--- config.mk ---
export PLATFORM = sky130hd
export DESIGN_NAME = gfx_cmd_queue
export DESIGN_NICKNAME = d
export VERILOG_FILES = /design/src/rtl/gfx_cmd_queue.sv
export SDC_FILE = /design/constraint.sdc
export NUM_CORES = 1
export LEC_CHECK = 0
export CORE_UTILIZATION = 55
export CTS_BUF_LIST = sky130_fd_sc_hd__clkbuf_4
export CTS_CLUSTER_SIZE = 24
export DETAILED_ROUTE_END_ITERATION = 16
export PLACE_DENSITY = 0.87
export SETUP_SLACK_MARGIN = 0.02
export SLEW_MARGIN = 5
export SYNTH_ARGS = -nofsm -noshare
export SYNTH_HDL_FRONTEND = slang
export SYNTH_SLANG_ARGS = --single-unit
--- constraint.sdc ---
create_clock -name clk -period 5.9 [get_ports clk]
set_input_delay 0.885 -clock clk [delete_from_list [all_inputs] [get_ports clk]]
set_output_delay 0.885 -clock clk [all_outputs]
set_load 0.02 [all_outputs]
--- src/rtl/gfx_cmd_queue.sv ---
// gfx_cmd_queue: FIFO of fill/blit commands between the host and GraphicsCard.
// Issues one start pulse per command while the engine is idle, then tracks the
// engine's busy handshake (ack timeout, completion) and sticky error flags.
// Optional: define GFX_CMD_STATS_EN to add saturating issued/dropped counters.
module gfx_cmd_queue #(
  parameter int unsigned XW          = 9,
  parameter int unsigned YW          = 8,
  parameter int unsigned DEPTH       = 4,
  parameter int unsigned ACK_TIMEOUT = 15
) (
  input  logic                       clk,
  input  logic                       reset_n,
  input  logic                       cmd_valid,
  output logic                       cmd_ready,
  input  logic                       cmd_op,
  input  logic                       cmd_fill_value,
  input  logic [XW-1:0]              cmd_x1,
  input  logic [YW-1:0]              cmd_y1,
  input  logic [XW-1:0]              cmd_x2,
  input  logic [YW-1:0]              cmd_y2,
  input  logic [XW-1:0]              cmd_w,
  input  logic [YW-1:0]              cmd_h,
  input  logic                       flush,
  input  logic                       err_clear,
  input  logic                       eng_busy,
  input  logic                       eng_error,
  output logic                       eng_start_fill,
  output logic                       eng_start_blit,
  output logic                       eng_fill_value,
  output logic [XW-1:0]              eng_x1,
  output logic [YW-1:0]              eng_y1,
  output logic [XW-1:0]              eng_x2,
  output logic [YW-1:0]              eng_y2,
  output logic [XW-1:0]              eng_w,
  output logic [YW-1:0]              eng_h,
  output logic [$clog2(DEPTH):0]     queue_level,
  output logic                       status,
  output logic                       err_sticky,
  output logic                       overflow
`ifdef GFX_CMD_STATS_EN
  ,
  output logic [15:0]                issued_cnt,
  output logic [15:0]                dropped_cnt
`endif
);

  localparam int unsigned PW = $clog2(DEPTH);
  localparam int unsigned LW = PW + 1;
  localparam int unsigned CW = $clog2(ACK_TIMEOUT + 1);

  typedef enum logic [1:0] {S_IDLE, S_ISSUE, S_WAIT_ACK, S_WAIT_DONE} state_t;

  typedef struct packed {
    logic          op;
    logic          fill;
    logic [XW-1:0] x1;
    logic [YW-1:0] y1;
    logic [XW-1:0] x2;
    logic [YW-1:0] y2;
    logic [XW-1:0] w;
    logic [YW-1:0] h;
  } cmd_t;

  cmd_t            mem_q [DEPTH];
  cmd_t            cmd_in, head, opr_q;
  logic [PW-1:0]   wr_ptr_q, rd_ptr_q;
  logic [LW-1:0]   level_q, level_d;
  state_t          state_q, state_d;
  logic [CW-1:0]   cnt_q, cnt_d;
  logic            full, push, drop, pop, timeout;
  logic            start_fill_q, start_blit_q, err_q, ovf_q;

  assign cmd_in = '{op: cmd_op, fill: cmd_fill_value, x1: cmd_x1, y1: cmd_y1,
                    x2: cmd_x2, y2: cmd_y2, w: cmd_w, h: cmd_h};
  assign head   = mem_q[rd_ptr_q];

  // Fullness uses only the registered level, so a same-cycle pop never makes room.
  assign full      = (level_q == LW'(DEPTH));
  assign cmd_ready = !full;
  assign push      = cmd_valid && !full && !flush;
  assign drop      = cmd_valid && full && !flush;
  assign level_d   = flush ? '0 : (level_q + LW'(push) - LW'(pop));

  // Next-state logic for the issue/handshake FSM.
  always_comb begin
    state_d = state_q;
    cnt_d   = cnt_q;
    pop     = 1'b0;
    timeout = 1'b0;
    case (state_q)
      S_IDLE: begin
        if ((level_q != '0) && !eng_busy) begin
          pop     = 1'b1;
          state_d = S_ISSUE;
        end
      end
      S_ISSUE: begin
        cnt_d   = '0;
        state_d = S_WAIT_ACK;
      end
      S_WAIT_ACK: begin
        if (eng_busy) begin
          state_d = S_WAIT_DONE;
        end else if (cnt_q == CW'(ACK_TIMEOUT - 1)) begin
          timeout = 1'b1;
          state_d = S_IDLE;
        end else begin
          cnt_d = cnt_q + CW'(1);
        end
      end
      S_WAIT_DONE: begin
        if (!eng_busy) state_d = S_IDLE;
      end
      default: state_d = S_IDLE;
    endcase
  end

  // FSM state, ack counter, start pulses and popped operand registers.
  always_ff @(posedge clk or negedge reset_n) begin
    if (!reset_n) begin
      state_q      <= S_IDLE;
      cnt_q        <= '0;
      start_fill_q <= 1'b0;
      start_blit_q <= 1'b0;
      opr_q        <= '0;
    end else begin
      state_q      <= state_d;
      cnt_q        <= cnt_d;
      start_fill_q <= pop && !head.op;
      start_blit_q <= pop && head.op;
      if (pop) opr_q <= head;
    end
  end

  // Queue storage and pointers; flush empties by aligning read to write pointer.
  always_ff @(posedge clk or negedge reset_n) begin
    if (!reset_n) begin
      mem_q    <= '{default: '0};
      wr_ptr_q <= '0;
      rd_ptr_q <= '0;
      level_q  <= '0;
    end else begin
      level_q <= level_d;
      if (push) begin
        mem_q[wr_ptr_q] <= cmd_in;
        wr_ptr_q        <= wr_ptr_q + PW'(1);
      end
      if (flush)    rd_ptr_q <= wr_ptr_q;
      else if (pop) rd_ptr_q <= rd_ptr_q + PW'(1);
    end
  end

  // Sticky error/overflow flags; a set event beats a same-cycle clear.
  always_ff @(posedge clk or negedge reset_n) begin
    if (!reset_n) begin
      err_q <= 1'b0;
      ovf_q <= 1'b0;
    end else begin
      if (eng_error || timeout) err_q <= 1'b1;
      else if (err_clear)       err_q <= 1'b0;
      if (drop)                 ovf_q <= 1'b1;
      else if (err_clear)       ovf_q <= 1'b0;
    end
  end

`ifdef GFX_CMD_STATS_EN
  logic [15:0] issued_q, dropped_q;

  // Saturating statistics counters, cleared together with the error flags.
  always_ff @(posedge clk or negedge reset_n) begin
    if (!reset_n) begin
      issued_q  <= '0;
      dropped_q <= '0;
    end else if (err_clear) begin
      issued_q  <= '0;
      dropped_q <= '0;
    end else begin
      if ((state_q == S_ISSUE) && (issued_q != '1)) issued_q  <= issued_q + 16'd1;
      if (drop && (dropped_q != '1))                dropped_q <= dropped_q + 16'd1;
    end
  end

  assign issued_cnt  = issued_q;
  assign dropped_cnt = dropped_q;
`endif

  assign eng_start_fill = start_fill_q;
  assign eng_start_blit = start_blit_q;
  assign eng_fill_value = opr_q.fill;
  assign eng_x1         = opr_q.x1;
  assign eng_y1         = opr_q.y1;
  assign eng_x2         = opr_q.x2;
  assign eng_y2         = opr_q.y2;
  assign eng_w          = opr_q.w;
  assign eng_h          = opr_q.h;
  assign queue_level    = level_q;
  assign status         = (level_q != '0) || (state_q != S_IDLE);
  assign err_sticky     = err_q;
  assign overflow       = ovf_q;

endmodule
# --- Word-level counts from Yosys, hierarchy flattened ---
# Cells that the tools add are included.
word_totals:
  ram_bits: 0
  output_inout_bits: 61
  memories: 0
  latch_bits: 0
  romBits: 0
  ff_bits: 281
op_classes:
  n_mul: 0
  shift: 0
  order_cmp: 3
  eq_ne: 10
  muxes: 25
  n_div: 0
  n_reduce_logical: 23
  n_addsub: 5
  bitwise: 2
op_table:
  columns: ["operator", "count"]
  rows:
  - ["212-bit bitwise mux", 1]
  - ["53-bit two-way mux", 3]
  - ["53-bit binary-select mux with 2-bit select", 1]
  - ["53-bit demux with 2-bit select", 1]
  - ["2-bit two-way mux", 6]
  - ["2-bit nonzero test", 5]
  - ["1-bit logical AND", 8]
  - ["1-bit two-way mux", 8]
  - ["4-bit two-way mux", 2]
  - ["2-bit inequality test, second input constant", 4]
  - ["2-bit case mux with 4 select lines", 1]
  - ["4-bit case mux with 2 select lines", 1]
  - ["3-bit >= comparator, second input constant", 2]
  - ["2-bit NOT with 3-bit output", 2]
  - ["3-bit AND reduction", 2]
  - ["2-bit by 1-bit adder with 2-bit output, second input constant", 2]
  - ["4-bit by 1-bit adder with 4-bit output, second input constant", 1]
  - ["2-bit equality test, second input constant", 2]
  - ["4-bit equality test, second input constant", 1]
  - ["1-bit zero test", 4]
  - ["3-bit by 1-bit adder with 3-bit output", 1]
  - ["3-bit equality test, second input constant", 1]
  - ["3-bit by 1-bit < comparator with 1-bit output, second input constant", 1]
  - ["3-bit two-way mux", 1]
  - ["6 further kinds", 7]

# --- Longest topological paths before layout ---
# Gate-level depths: netlist of run 1.
logic_depth:
  depth_word: 7
  mapped_depth: 11
  mapped_depth_nobuf: 10

# --- Least setup slack after synthesis of run 1 ---
# OpenSTA, ideal clock, no wires.
synth_path:
  path_kind: "input-to-reg"
  start: "in eng_busy"
  end: "reg level_q[2] (netlist: queue_level[2])"
  required_time_ns: 5.781
  n_path_buf: 1
  arrival_ns: 2.464
  path_stages: 11
  slack_ns: 3.317
  path_cell_list: "nor3_2 > nand2_2 > buf_4 > inv_1 > ha_1 > inv_1 > ha_1 > inv_1 > fa_1 > xnor2_1 > nor2_1"
synth_via:
  elab_chain_cells: 6
synth_lines:
  columns: ["element", "line_no", "source"]
  rows:
  - ["start: declaration", "25", "input logic eng_busy,"]
  - ["1-bit zero test", null, null]
  - ["1-bit logical AND", "92", "if ((level_q != '0) && !eng_busy) begin"]
  - ["1-bit two-way mux", "92", null]
  - ["1-bit two-way mux", "90", "case (state_q)"]
  - ["net pop", "70", "logic full, push, drop, pop, timeout;"]
  - ["3-bit by 1-bit subtractor with 3-bit output", "82", "assign level_d = flush ? '0 : (level_q + LW'(push) - LW'(pop));"]
  - ["3-bit two-way mux", "82", null]
  - ["net level_d[2]", "67", "logic [LW-1:0] level_q, level_d;"]
  - ["end signal: assignment", "143", "level_q <= level_d;"]
  - ["end: declaration", "67", null]
# The timed path passes the listed nets, and every way through them passes these cells.
# A chain may end at the register's enable or synchronous reset.

# --- Worst setup path after layout of run 1 ---
layout_path:
  start: "reg level_q[1] (netlist: queue_level[1])"
  end: "out cmd_ready"
layout_via:
  elab_chain_cells: 2
layout_lines:
  columns: ["element", "line_no", "source"]
  rows:
  - ["3-bit equality test", "78", "assign full = (level_q == LW'(DEPTH));"]
  - ["1-bit zero test", "79", "assign cmd_ready = !full;"]
  - ["end: declaration", "14", "output logic cmd_ready,"]
# No other way between the ends.

==> results of run 1 <==
## final cells by class
| cell class | count | share of cell area (%) |
|---|---|---|
| Antenna cell | 1 | 0.0173 |
| Clock buffer | 113 | 5.87 |
| Clock inverter | 13 | 0.347 |
| Inverter | 12 | 0.312 |
| Multi-Input combinational cell | 380 | 33.5 |
| Sequential cell | 281 | 48.7 |
| Tap cell | 280 | 2.43 |
| Timing Repair Buffer | 126 | 8.75 |
## per-stage QoR
stage	instance area, um^2	hold slack (ns)	util (%)	power, W
floorplan	12300	0.446	-	0.00551
global placement	13500	0.468	61.9	0.00625
detailed placement	13500	0.476	61.9	0.00641
CTS	14400	0.232	66.0	0.00806
global route	14400	0.263	66.0	0.00848
finish	14400	0.237	66.0	0.00796
## path summary, 6_finish.rpt
| kind | slack, ns | endpoint | startpoint |
|---|---|---|---|
| min | 0.24 | mem_q[161] | reset_n |
| max reg2reg | 3.23 | mem_q[199] | queue_level[1] |
| max in group asynchronous | 4.38 | mem_q[137] | reset_n |
| min in group clk | 0.49 | mem_q[51] | mem_q[51] |
| max | 2.68 | cmd_ready | queue_level[1] |
| min reg2reg | 0.49 | mem_q[51] | mem_q[51] |
## worst register-to-register path: cells and delay by family, from the launching register on
kind / cells / cell delay [ns]
and+or+nand+nor: 2 / 0.88
buffers and inverters: 1 / 0.83
DFF: 1 / 0.45
muxes: 1 / 0.38
## cell families (layout without fill, tap and decap cells)
family / Yosys count / after routing / synth area share [%]
mux: 321 / 321 / 35.7
flops: 281 / 281 / 57.1
buf+inv: 51 / 264 / 3.55
simple gates: 39 / 39 / 2.04
fa+ha+maj: 9 / 9 / 0.976
compound gates: 8 / 8 / 0.427
xor+xnor: 3 / 3 / 0.213
other cells: 0 / 1 / 0
## cells in the mapped netlist
cell type,number,area [um^2]
sky130_fd_sc_hd__mux2_2,181,2040
sky130_fd_sc_hd__nand4_1,1,6.26
sky130_fd_sc_hd__nand2_2,1,6.26
sky130_fd_sc_hd__nand2_1,9,33.8
sky130_fd_sc_hd__buf_4,11,82.6
sky130_fd_sc_hd__dfrtp_1,281,7030
sky130_fd_sc_hd__ha_1,8,100
sky130_fd_sc_hd__nor2b_1,2,12.5
sky130_fd_sc_hd__clkbuf_1,4,15.0
sky130_fd_sc_hd__a31oi_1,2,12.5
sky130_fd_sc_hd__or3b_1,1,8.76
sky130_fd_sc_hd__buf_2,2,10.0
sky130_fd_sc_hd__nor3_2,1,10.0
sky130_fd_sc_hd__xor2_1,1,8.76
sky130_fd_sc_hd__nand3_1,5,25.0
sky130_fd_sc_hd__buf_1,1,3.75
sky130_fd_sc_hd__buf_12,5,100
sky130_fd_sc_hd__mux2_4,50,751
sky130_fd_sc_hd__o211ai_1,1,7.51
sky130_fd_sc_hd__nor2_1,6,22.5
sky130_fd_sc_hd__nand2b_1,2,12.5
sky130_fd_sc_hd__a21oi_1,1,5.00
sky130_fd_sc_hd__nor3b_1,1,7.51
sky130_fd_sc_hd__and3_1,2,12.5
sky130_fd_sc_hd__mux2_1,33,372
sky130_fd_sc_hd__buf_6,16,180
sky130_fd_sc_hd__o311ai_0,1,8.76
sky130_fd_sc_hd__mux4_2,53,1190
sky130_fd_sc_hd__inv_1,12,45.0
sky130_fd_sc_hd__or3_1,2,12.5
sky130_fd_sc_hd__nor3_1,1,5.00
sky130_fd_sc_hd__o21ai_0,2,10.0
sky130_fd_sc_hd__and2_1,1,6.26
sky130_fd_sc_hd__xnor2_1,2,17.5
sky130_fd_sc_hd__nand3_4,4,70.1
sky130_fd_sc_hd__o2bb2ai_1,1,8.76
sky130_fd_sc_hd__fa_1,1,20.0
sky130_fd_sc_hd__mux2i_1,4,40.0
## sequential cells by signal, summed over array words and instances (netlist names), 4 cells and up
signal / count
cnt_q: 4
eng_h: 8
eng_w: 9
eng_x1: 9
eng_x2: 9
eng_y1: 8
eng_y2: 8
mem_q: 212
## power by group
group,switching (W),internal [W],leakage (nW),total (W)
Clock,0.000750,0.000866,0.545,0.00162
Combinational,0.00111,0.00183,2.56,0.00294
Sequential,0.000530,0.00287,3.41,0.00340
## routing by layer
| metal | GRT usage [%] | share of wire, % | up-vias |
|---|---|---|---|
| met3 | 5.33 | 4.3 | 35 |
| met5 | 0 | 0 | - |
| li1 | - | - | 3014 |
| met2 | 35.5 | 50 | 138 |
| met1 | 28.9 | 44 | 3501 |
| met4 | 7.72 | 1.7 | 0 |
==> impl_metrics.yaml, run 1 <==
grt:
  first_global_vias: 7441
  track_usage_pct: 21.9
  grt_pass1_wl_um: 38300
  grt_overflow_total: 0
  grt_antenna_before_repair: 1
  grt_max_degree: 155
timing:
  final_min_period_over_clock_period_pct: 54.6
  fmax_mhz: 310
  fin_ws_ns: 2.68
  rsz0062_at_grt: "no"
  fin_worst_skew_ns: 0.0308
  shortest_period_the_worst_path_allows_ns: 3.22
  timing.slew.headroom_pct: 31.3
  fin_tns_setup_ns: 0
  hold_viol_final: 0
  timing_worst_slew_pin_value_ns: 1.03
  report.final.slew_viol_count: 0
  total_setup_violations_reported_at_the_end_of_the_flow: 0
setup_path:
  cpLargestDelayFamily: "simple AND/OR/NAND/NOR gates"
  worstSetupStartpointType: "register"
  worst_ep_required_time_ns: 5.02
  delay_of_the_slowest_cell_on_the_worst_path_ns: 0.63
  crit_path_max_fanout: 8
  setup.worst_path.class: "reg -> out"
  path_cells: "or3b_1 -> clkdlybuf4s50_1"
  cp.buffers_inverters: 1
  critPathArrivalTime_ns: 2.34
  worst_path_max_delay_cell: "sky130_fd_sc_hd__or3b_1"
  timing.reg2reg.worst_path_depth: 4
  endpoint_kind: "output port"
  critical_path_cell_count: 2
cells_and_area:
  layout_overhead_on_the_synthesized_area_pct: 17.3
  final_cells: 1206
  layout.cells.most_common_list: "sky130_fd_sc_hd__dfrtp_1 (279), sky130_fd_sc_hd__mux2_2 (181), sky130_fd_sc_hd__clkdlybuf4s50_1 (119)"
  seq_area_mm2: 0.00704
  mostFrequentLayoutCell: "sky130_fd_sc_hd__dfrtp_1"
  post_route_cells_drive_above_1_share_pct: 44.8
  num-fill-cells: 1562
  number_of_nets_at_the_end_of_the_flow: 945
  total_area_of_multi_input_combinational_cells_mm2: 0.00484
die:
  core.rowCount: 54
  design.die.area_mm2: 0.0230
  initial_utilization_pct: 56.2
  die_height_um: 152
  core_area_mm2: 0.0219
  die_width_um: 152
  io_pins: 121
run:
  maxCapViolations: 0
synth:
  syn-mean-instance-area_um2: 17.3
  synth_area_mm2: 0.0123
  ys_warn_count: 0
  syn-num-nets: 781
  synthCells: 712
  ys_seq_area_share_pct: 57.1
  synth_seq_cells: 281
  yosys.cell_types.count: 38
clock_network:
  cts.clk_slew.worst_paths_ns: 0.06
  cts_root_buffer: "sky130_fd_sc_hd__clkbuf_4"
  clock_tree.buffer_depth: 3
  h-tree-depth: 3
  clock_tree_from_tritoncts: "built"
  cts.repair_timing.setup_buffer_count: 0
  inserted_clock_buffers: 75
  clk-insertion-delay-late_ns: 0.65
  clock_sinks: 281
  cts-resized-gates: 0
  hold_buffers: 0
routing:
  vias_per_cell: 5.55
  route.antenna.remaining_nets: 0
  detailedRoute.firstIterationViolations: 204
  wl_per_cell_um: 19.0
  dr_total_vias: 6688
  drtPass1Iterations: 4
  detail_route.drc_violations: 0
  totalWireLength_um: 22900
pwr:
  power.ir.vdd_worst_mv: 0.266
  power.density_mw_per_mm2: 551
  leakagePower_nw: 6.52
worst_hold_path:
  min_path_type: "in -> async"
run_status:
  run_status: "finished clean"
placed_design:
  port-buffer-count: 120
  place_ws_ns: 2.10
  place.detailed.hpwl_um: 13500
  dpl.cell_count: 1079
  routabilityCongestion: 0.766
Note: power is estimated with default switching activity, not from simulation.
==> inputs of run 2 (changes only) <==
--- a/config.mk
+++ b/config.mk
@@ -5,11 +5,11 @@
 export SDC_FILE = /design/constraint.sdc
 export NUM_CORES = 1
 export LEC_CHECK = 0
-export CORE_UTILIZATION = 55
+export CORE_UTILIZATION = 53
 export CTS_BUF_LIST = sky130_fd_sc_hd__clkbuf_4
 export CTS_CLUSTER_SIZE = 24
 export DETAILED_ROUTE_END_ITERATION = 16
-export PLACE_DENSITY = 0.87
+export PLACE_DENSITY = 0.88
 export SETUP_SLACK_MARGIN = 0.02
 export SLEW_MARGIN = 5
 export SYNTH_ARGS = -nofsm -noshare
==> constraint.sdc (replaced) <==
create_clock -name clk -period 2.85 [get_ports clk]
set_input_delay 0.4275 -clock clk [delete_from_list [all_inputs] [get_ports clk]]
set_output_delay 0.4275 -clock clk [all_outputs]
set_load 0.02 [all_outputs]
==> impl_metrics.yaml, run 2 (synthesized netlist as in run 1, its figures left out) <==
clock_network:
  h-tree-depth: 3
  clock_tree.buffer_depth: 3
  clk-insertion-delay-late_ns: 0.65
  clock_sinks: 281
  cts_root_buffer: "sky130_fd_sc_hd__clkbuf_4"
  clock_tree_from_tritoncts: "built"
  cts.clk_slew.worst_paths_ns: 0.07
  inserted_clock_buffers: 74
cells_and_area:
  mostFrequentLayoutCell: "sky130_fd_sc_hd__dfrtp_1"
  largest_register_ffs: 212
  layout.cells.most_common_list: "sky130_fd_sc_hd__dfrtp_1 (279), sky130_fd_sc_hd__mux2_2 (181), sky130_fd_sc_hd__clkdlybuf4s50_1 (119)"
  layout_overhead_on_the_synthesized_area_pct: 19.0
  design_area_mm2: 0.0147
  num-fill-cells: 1618
  largest_register: "mem_q"
  post_route_cells_drive_above_1_share_pct: 45.7
  number_of_nets_at_the_end_of_the_flow: 961
pwr:
  power.ir.vdd_worst_mv: 0.670
  leakagePower_nw: 6.63
  power.density_mw_per_mm2: 1130
die:
  initial_utilization_pct: 54.2
  core_area_mm2: 0.0227
  io_pins: 121
  design.die.area_mm2: 0.0238
  die_width_um: 154
  core.rowCount: 55
  die_height_um: 154
timing:
  shortest_period_the_worst_path_allows_ns: 2.68
  total_setup_violations_reported_at_the_end_of_the_flow: 0
  fin_worst_skew_ns: 0.0431
  final_min_period_over_clock_period_pct: 94.0
  fmax_mhz: 373
  fin_tns_setup_ns: 0
  report.final.slew_viol_count: 0
  rsz0062_at_grt: "no"
  timing_worst_slew_pin_value_ns: 0.897
  timing.slew.headroom_pct: 40.2
  hold_viol_final: 0
setup_path:
  cp-endpoint: "cmd_ready"
  timing.reg2reg.worst_path_depth: 4
  crit-reg2reg-launch: "queue_level[2]"
  reg2reg_to: "eng_w[1]"
  critPathArrivalTime_ns: 2.25
  endpoint_kind: "output port"
  worst_ep_required_time_ns: 2.42
  rrSetupSlack_ns: 0.55
  worstSetupStartpointType: "register"
  setup.worst_path.class: "reg -> out"
  crit_path_max_fanout: 7
  setup.worst_path.start: "queue_level[1]"
grt:
  grt_overflow_total: 0
  grt_antenna_before_repair: 2
  groute.layer.met3.usage_pct: 5.27
  first_global_vias: 7587
  grt.met1_usage_pct: 27.2
  grt_pass1_wl_um: 39200
  track_usage_pct: 21.2
  grt_max_degree: 80
  grt_util_met2_pct: 35.0
  grt-busiest-layer: "met2"
routing:
  dr_total_vias: 6707
  detail_route.drc_violations: 0
  wl_per_cell_um: 19.4
  route.antenna.remaining_nets: 0
  drtPass1Iterations: 4
  totalWireLength_um: 23700
  vias_per_cell: 5.50
  detailedRoute.firstIterationViolations: 283
run:
  maxCapViolations: 0
run_status:
  run_status: "finished clean"
placed_design:
  place.detailed.hpwl_um: 14600
  port-buffer-count: 120
  routabilityCongestion: 0.760
  dpl-instance-area_mm2: 0.0138
worst_hold_path:
  min_path_type: "in -> async"
-- run 2: changes by cell type in the layout (fill, tap and decap cells not counted) --
cell	previous run	this run
sky130_fd_sc_hd__buf_12	1	9
sky130_fd_sc_hd__buf_4	5	13
sky130_fd_sc_hd__bufinv_16	0	1
sky130_fd_sc_hd__clkbuf_4	113	110
sky130_fd_sc_hd__clkinv_1	11	6
sky130_fd_sc_hd__clkinv_2	1	0
sky130_fd_sc_hd__dlygate4sd3_1	0	1
sky130_fd_sc_hd__inv_2	1	0
-- run 2: how the worst min path moves through the flow --
stage	from	end	slack [ns]	cells after the start
floorplan	reset_n	cnt_q[0]	0.13	0
finish	reset_n	mem_q[202]	0.38	2
CTS	eng_error	err_sticky	0.32	3
detailed placement	reset_n	mem_q[92]	0.47	1
global placement	reset_n	mem_q[39]	0.46	1
global route	eng_error	err_sticky	0.32	3
-- run 2: timing repair --
action,in CTS,in global routing
hold buffers,1,0
setup buffers,0,0
hold endpoints to repair,74,0
gates resized for setup,0,0
-- run 2: metal layers --
layer / vias to the layer above / share of wire [%]
met4: 2 / 1.7
met5: - / 0.072
met2: 135 / 51
met1: 3526 / 43
met3: 41 / 4.3
li1: 3003 / -
-- run 2: metrics by stage --
step / worst slack (ns) / hold slack (ns) / total power, W / cells / utilization (%)
after floorplan: 0.375 / 0.132 / 0.0114 / 712 / -
after global placement: 0.386 / 0.463 / 0.0130 / 1100 / 60.6
after detailed placement: 0.299 / 0.472 / 0.0134 / 1100 / 60.6
after CTS: 0.0995 / 0.321 / 0.0168 / 1218 / 64.5
after global routing: 0.0457 / 0.321 / 0.0176 / 1219 / 64.5
final: 0.170 / 0.382 / 0.0166 / 1219 / 64.5
-- run 2: power breakdown --
part           leakage (nW)  internal [W]  total [W]  switching, W
Clock                 0.530       0.00183    0.00336       0.00153
Sequential             3.41       0.00595    0.00706       0.00111
Combinational          2.69       0.00386    0.00617       0.00231
-- run 2: worst max-delay path, stage by stage (launching register included) --
cell and delay, ns:
sky130_fd_sc_hd__dfrtp_1 0.46, sky130_fd_sc_hd__or3b_1 0.41, sky130_fd_sc_hd__buf_4 0.20, sky130_fd_sc_hd__clkdlybuf4s50_1 0.55
-- run 2: layout make-up --
class / instances / area [um^2] / share of cell area [%]
Tap cell: 285 / 357 / 2.43
Sequential cell: 281 / 7040 / 48.0
Clock buffer: 110 / 826 / 5.63
Antenna cell: 1 / 2.50 / 0.0171
Inverter: 12 / 45.0 / 0.307
Multi-Input combinational cell: 380 / 4840 / 33.1
Clock inverter: 7 / 52.6 / 0.359
Timing Repair Buffer: 143 / 1490 / 10.2
==> inputs of run 3 (changes only) <==
--- a/config.mk
+++ b/config.mk
@@ -5,11 +5,12 @@
 export SDC_FILE = /design/constraint.sdc
 export NUM_CORES = 1
 export LEC_CHECK = 0
-export CORE_UTILIZATION = 53
+export ABC_AREA = 1
+export CORE_UTILIZATION = 54
 export CTS_BUF_LIST = sky130_fd_sc_hd__clkbuf_4
 export CTS_CLUSTER_SIZE = 24
 export DETAILED_ROUTE_END_ITERATION = 16
-export PLACE_DENSITY = 0.88
+export PLACE_DENSITY = 0.83
 export SETUP_SLACK_MARGIN = 0.02
 export SLEW_MARGIN = 5
 export SYNTH_ARGS = -nofsm -noshare
==> impl_metrics.yaml, run 3 <==
grt:
  grt_pass1_wl_um: 51600
  track_usage_pct: 26.5
  grt_overflow_total: 0
  grt_max_degree: 108
  first_global_vias: 10944
  grt_antenna_before_repair: 1
timing:
  final_min_period_over_clock_period_pct: 85.3
  timing_worst_slew_pin_value_ns: 0.748
  report.final.slew_viol_count: 0
  fin_ws_ns: 0.419
  final.hold.worst_slack_ns: 0.296
  hold_viol_final: 0
  rsz0062_at_grt: "no"
  fmax_mhz: 411
  fin_worst_skew_ns: 0.0327
  total_setup_violations_reported_at_the_end_of_the_flow: 0
  fin_tns_setup_ns: 0
  shortest_period_the_worst_path_allows_ns: 2.43
  timing.slew.headroom_pct: 50.1
pwr:
  power.ir.vdd_worst_mv: 0.675
  power.share.combinational_pct: 38.1
  cellInternalPower_w: 0.0102
  power_frac_seq_pct: 40.9
  power_switching_share_pct: 38.5
  power.density_mw_per_mm2: 1090
  switching_power_of_the_nets_w: 0.00635
  clkPwrFrac_pct: 21.1
  total_power_w: 0.0165
  leakagePower_nw: 7.39
clock_network:
  inserted_clock_buffers: 75
  cts-resized-gates: 0
  clock_tree.buffer_depth: 3
  clock_tree_from_tritoncts: "built"
  cts_root_buffer: "sky130_fd_sc_hd__clkbuf_4"
  cts.repair_timing.setup_buffer_count: 0
  clock_sinks: 281
  hold_buffers: 1
  clk-insertion-delay-late_ns: 0.67
  h-tree-depth: 3
  cts.clk_slew.worst_paths_ns: 0.06
setup_path:
  crit_path_max_fanout: 6
  worstSetupStartpointType: "register"
  critPathArrivalTime_ns: 2.00
  crit-reg2reg-launch: "queue_level[1]"
  timing.reg2reg.worst_path_depth: 10
  setup.worst_path.start: "state_q[1]"
  endpoint_kind: "output port"
  setup.worst_path.class: "reg -> out"
  worst_ep_required_time_ns: 2.42
synth:
  async_reset_ff_share_pct: 100
  syn-num-nets: 1618
  most_instantiated_cells_after_synthesis: "sky130_fd_sc_hd__nand2_1 (603), sky130_fd_sc_hd__dfrtp_1 (281), sky130_fd_sc_hd__o21ai_0 (148)"
  ys_seq_area_share_pct: 54.7
  synth_area_mm2: 0.0128
  synthCells: 1549
  synth_seq_cells: 281
  netlist_top_cells_area: "sky130_fd_sc_hd__dfrtp_1 (55%), sky130_fd_sc_hd__nand2_1 (18%), sky130_fd_sc_hd__o21ai_0 (5.8%)"
  yosys_most_used_dff: "sky130_fd_sc_hd__dfrtp_1"
  synth_top_area_cell: "sky130_fd_sc_hd__dfrtp_1"
  synth_edf_count: 0
  yosys.area.top_type_share_pct: 54.7
  yosys.cell_types.count: 29
  ys_warn_count: 0
  most_common_cell_in_the_synthesized_netlist: "sky130_fd_sc_hd__nand2_1"
  syn-mean-instance-area_um2: 8.29
routing:
  dr_total_vias: 10861
  wl_per_cell_um: 14.9
  drtPass1Iterations: 5
  detail_route.drc_violations: 0
  vias_per_cell: 5.34
  detailedRoute.firstIterationViolations: 832
  totalWireLength_um: 30300
  route.antenna.remaining_nets: 0
cells_and_area:
  layout.cells.most_common_list: "sky130_fd_sc_hd__nand2_1 (603), sky130_fd_sc_hd__dfrtp_1 (279), sky130_fd_sc_hd__o21ai_0 (148)"
  layout_overhead_on_the_synthesized_area_pct: 17.5
  number_of_nets_at_the_end_of_the_flow: 1738
  largest_register_ffs: 212
  seq_area_mm2: 0.00704
  post_route_cells_drive_above_1_share_pct: 9.15
  num-fill-cells: 1984
  largest_register: "mem_q"
  mostFrequentLayoutCell: "sky130_fd_sc_hd__nand2_1"
  total_area_of_multi_input_combinational_cells_mm2: 0.00469
  final_cells: 2035
run_status:
  run_status: "finished clean"
worst_hold_path:
  min_path_type: "in -> async"
die:
  core.rowCount: 56
  design.die.area_mm2: 0.0244
  initial_utilization_pct: 54.9
  die_height_um: 156
  core_area_mm2: 0.0234
  die_width_um: 156
  io_pins: 121
run:
  maxCapViolations: 0
placed_design:
  place.detailed.hpwl_um: 17600
  routabilityCongestion: 0.777
  dpl.cell_count: 1910
  place_ws_ns: 0.329
  port-buffer-count: 120
-- run 3: cell count changes after synthesis, moves of 9 or more --
cell and change:
sky130_fd_sc_hd__a21oi_1 +55, sky130_fd_sc_hd__buf_2 +43, sky130_fd_sc_hd__buf_4 -9, sky130_fd_sc_hd__clkbuf_1 +21
sky130_fd_sc_hd__inv_1 +118, sky130_fd_sc_hd__mux2_1 -33, sky130_fd_sc_hd__mux2_2 -181, sky130_fd_sc_hd__mux2_4 -50
sky130_fd_sc_hd__mux4_2 -53, sky130_fd_sc_hd__nand2_1 +594, sky130_fd_sc_hd__o211ai_1 +52, sky130_fd_sc_hd__o21ai_0 +146
sky130_fd_sc_hd__o21ai_1 +125
-- run 3: final cells by class --
class / count / share of cell area [%]
diodes: 1 / 0.0166
clock inverters: 7 / 0.348
well taps: 319 / 2.64
inverters: 134 / 3.36
flip-flops and latches: 281 / 46.6
clock buffers: 116 / 5.77
multi-input cells: 1032 / 31.1
repair buffers: 145 / 10.2
-- run 3: through the flow --
step | util (%) | cell area, um^2
after floorplan | - | 12800
after global placement | 60.5 | 14200
after detailed placement | 60.5 | 14200
after CTS | 64.5 | 15100
after global routing | 64.5 | 15100
final | 64.5 | 15100
-- run 3: cell families (layout without fill, tap and decap cells) --
family                     Yosys count  count (layout)  synth area share (%)
other                                0               1                     0
and+or+nand+nor                    635             635                  19.3
xor gates and xnor gates             4               4                 0.273
DFF                                281             281                  54.7
AOI/OAI and AO/OA                  384             384                  16.0
adders and majority gates            9               9                 0.935
buffers and inverters              236             402                  8.79
-- run 3: path summary, 6_finish.rpt --
check                                 end  slack [ns]
min in group clk               mem_q[168]        0.39
min reg2reg                     eng_x1[5]        0.47
max in group asynchronous     rd_ptr_q[1]        1.72
max                                status        0.42
max reg2reg                queue_level[2]        0.71
min                            mem_q[208]        0.30
-- run 3: metal layers --
layer / vias to the layer above / share of wire [%] / global-route usage, %
li1: 5224 / - / -
met3: 54 / 7.3 / 5.73
met2: 378 / 47 / 43.1
met1: 5205 / 43 / 34.6
met4: 0 / 2.0 / 10.8
met5: - / 0 / 0
-- run 3: worst max-delay path, stage by stage, from the launching register on --
cell	delay, ns
sky130_fd_sc_hd__dfrtp_1	0.44
sky130_fd_sc_hd__nor2_1	0.23
sky130_fd_sc_hd__nand4_1	0.12
sky130_fd_sc_hd__clkdlybuf4s50_1	0.57
-- run 3: power groups by stage --
stage | combinational [W] | sequential (W) | clock [W]
after floorplan | 0.00414 | 0.00685 | 0
after global placement | 0.00605 | 0.00672 | 0
after detailed placement | 0.00625 | 0.00680 | 0
after CTS | 0.00630 | 0.00674 | 0.00357
after global routing | 0.00716 | 0.00695 | 0.00380
final | 0.00628 | 0.00675 | 0.00347
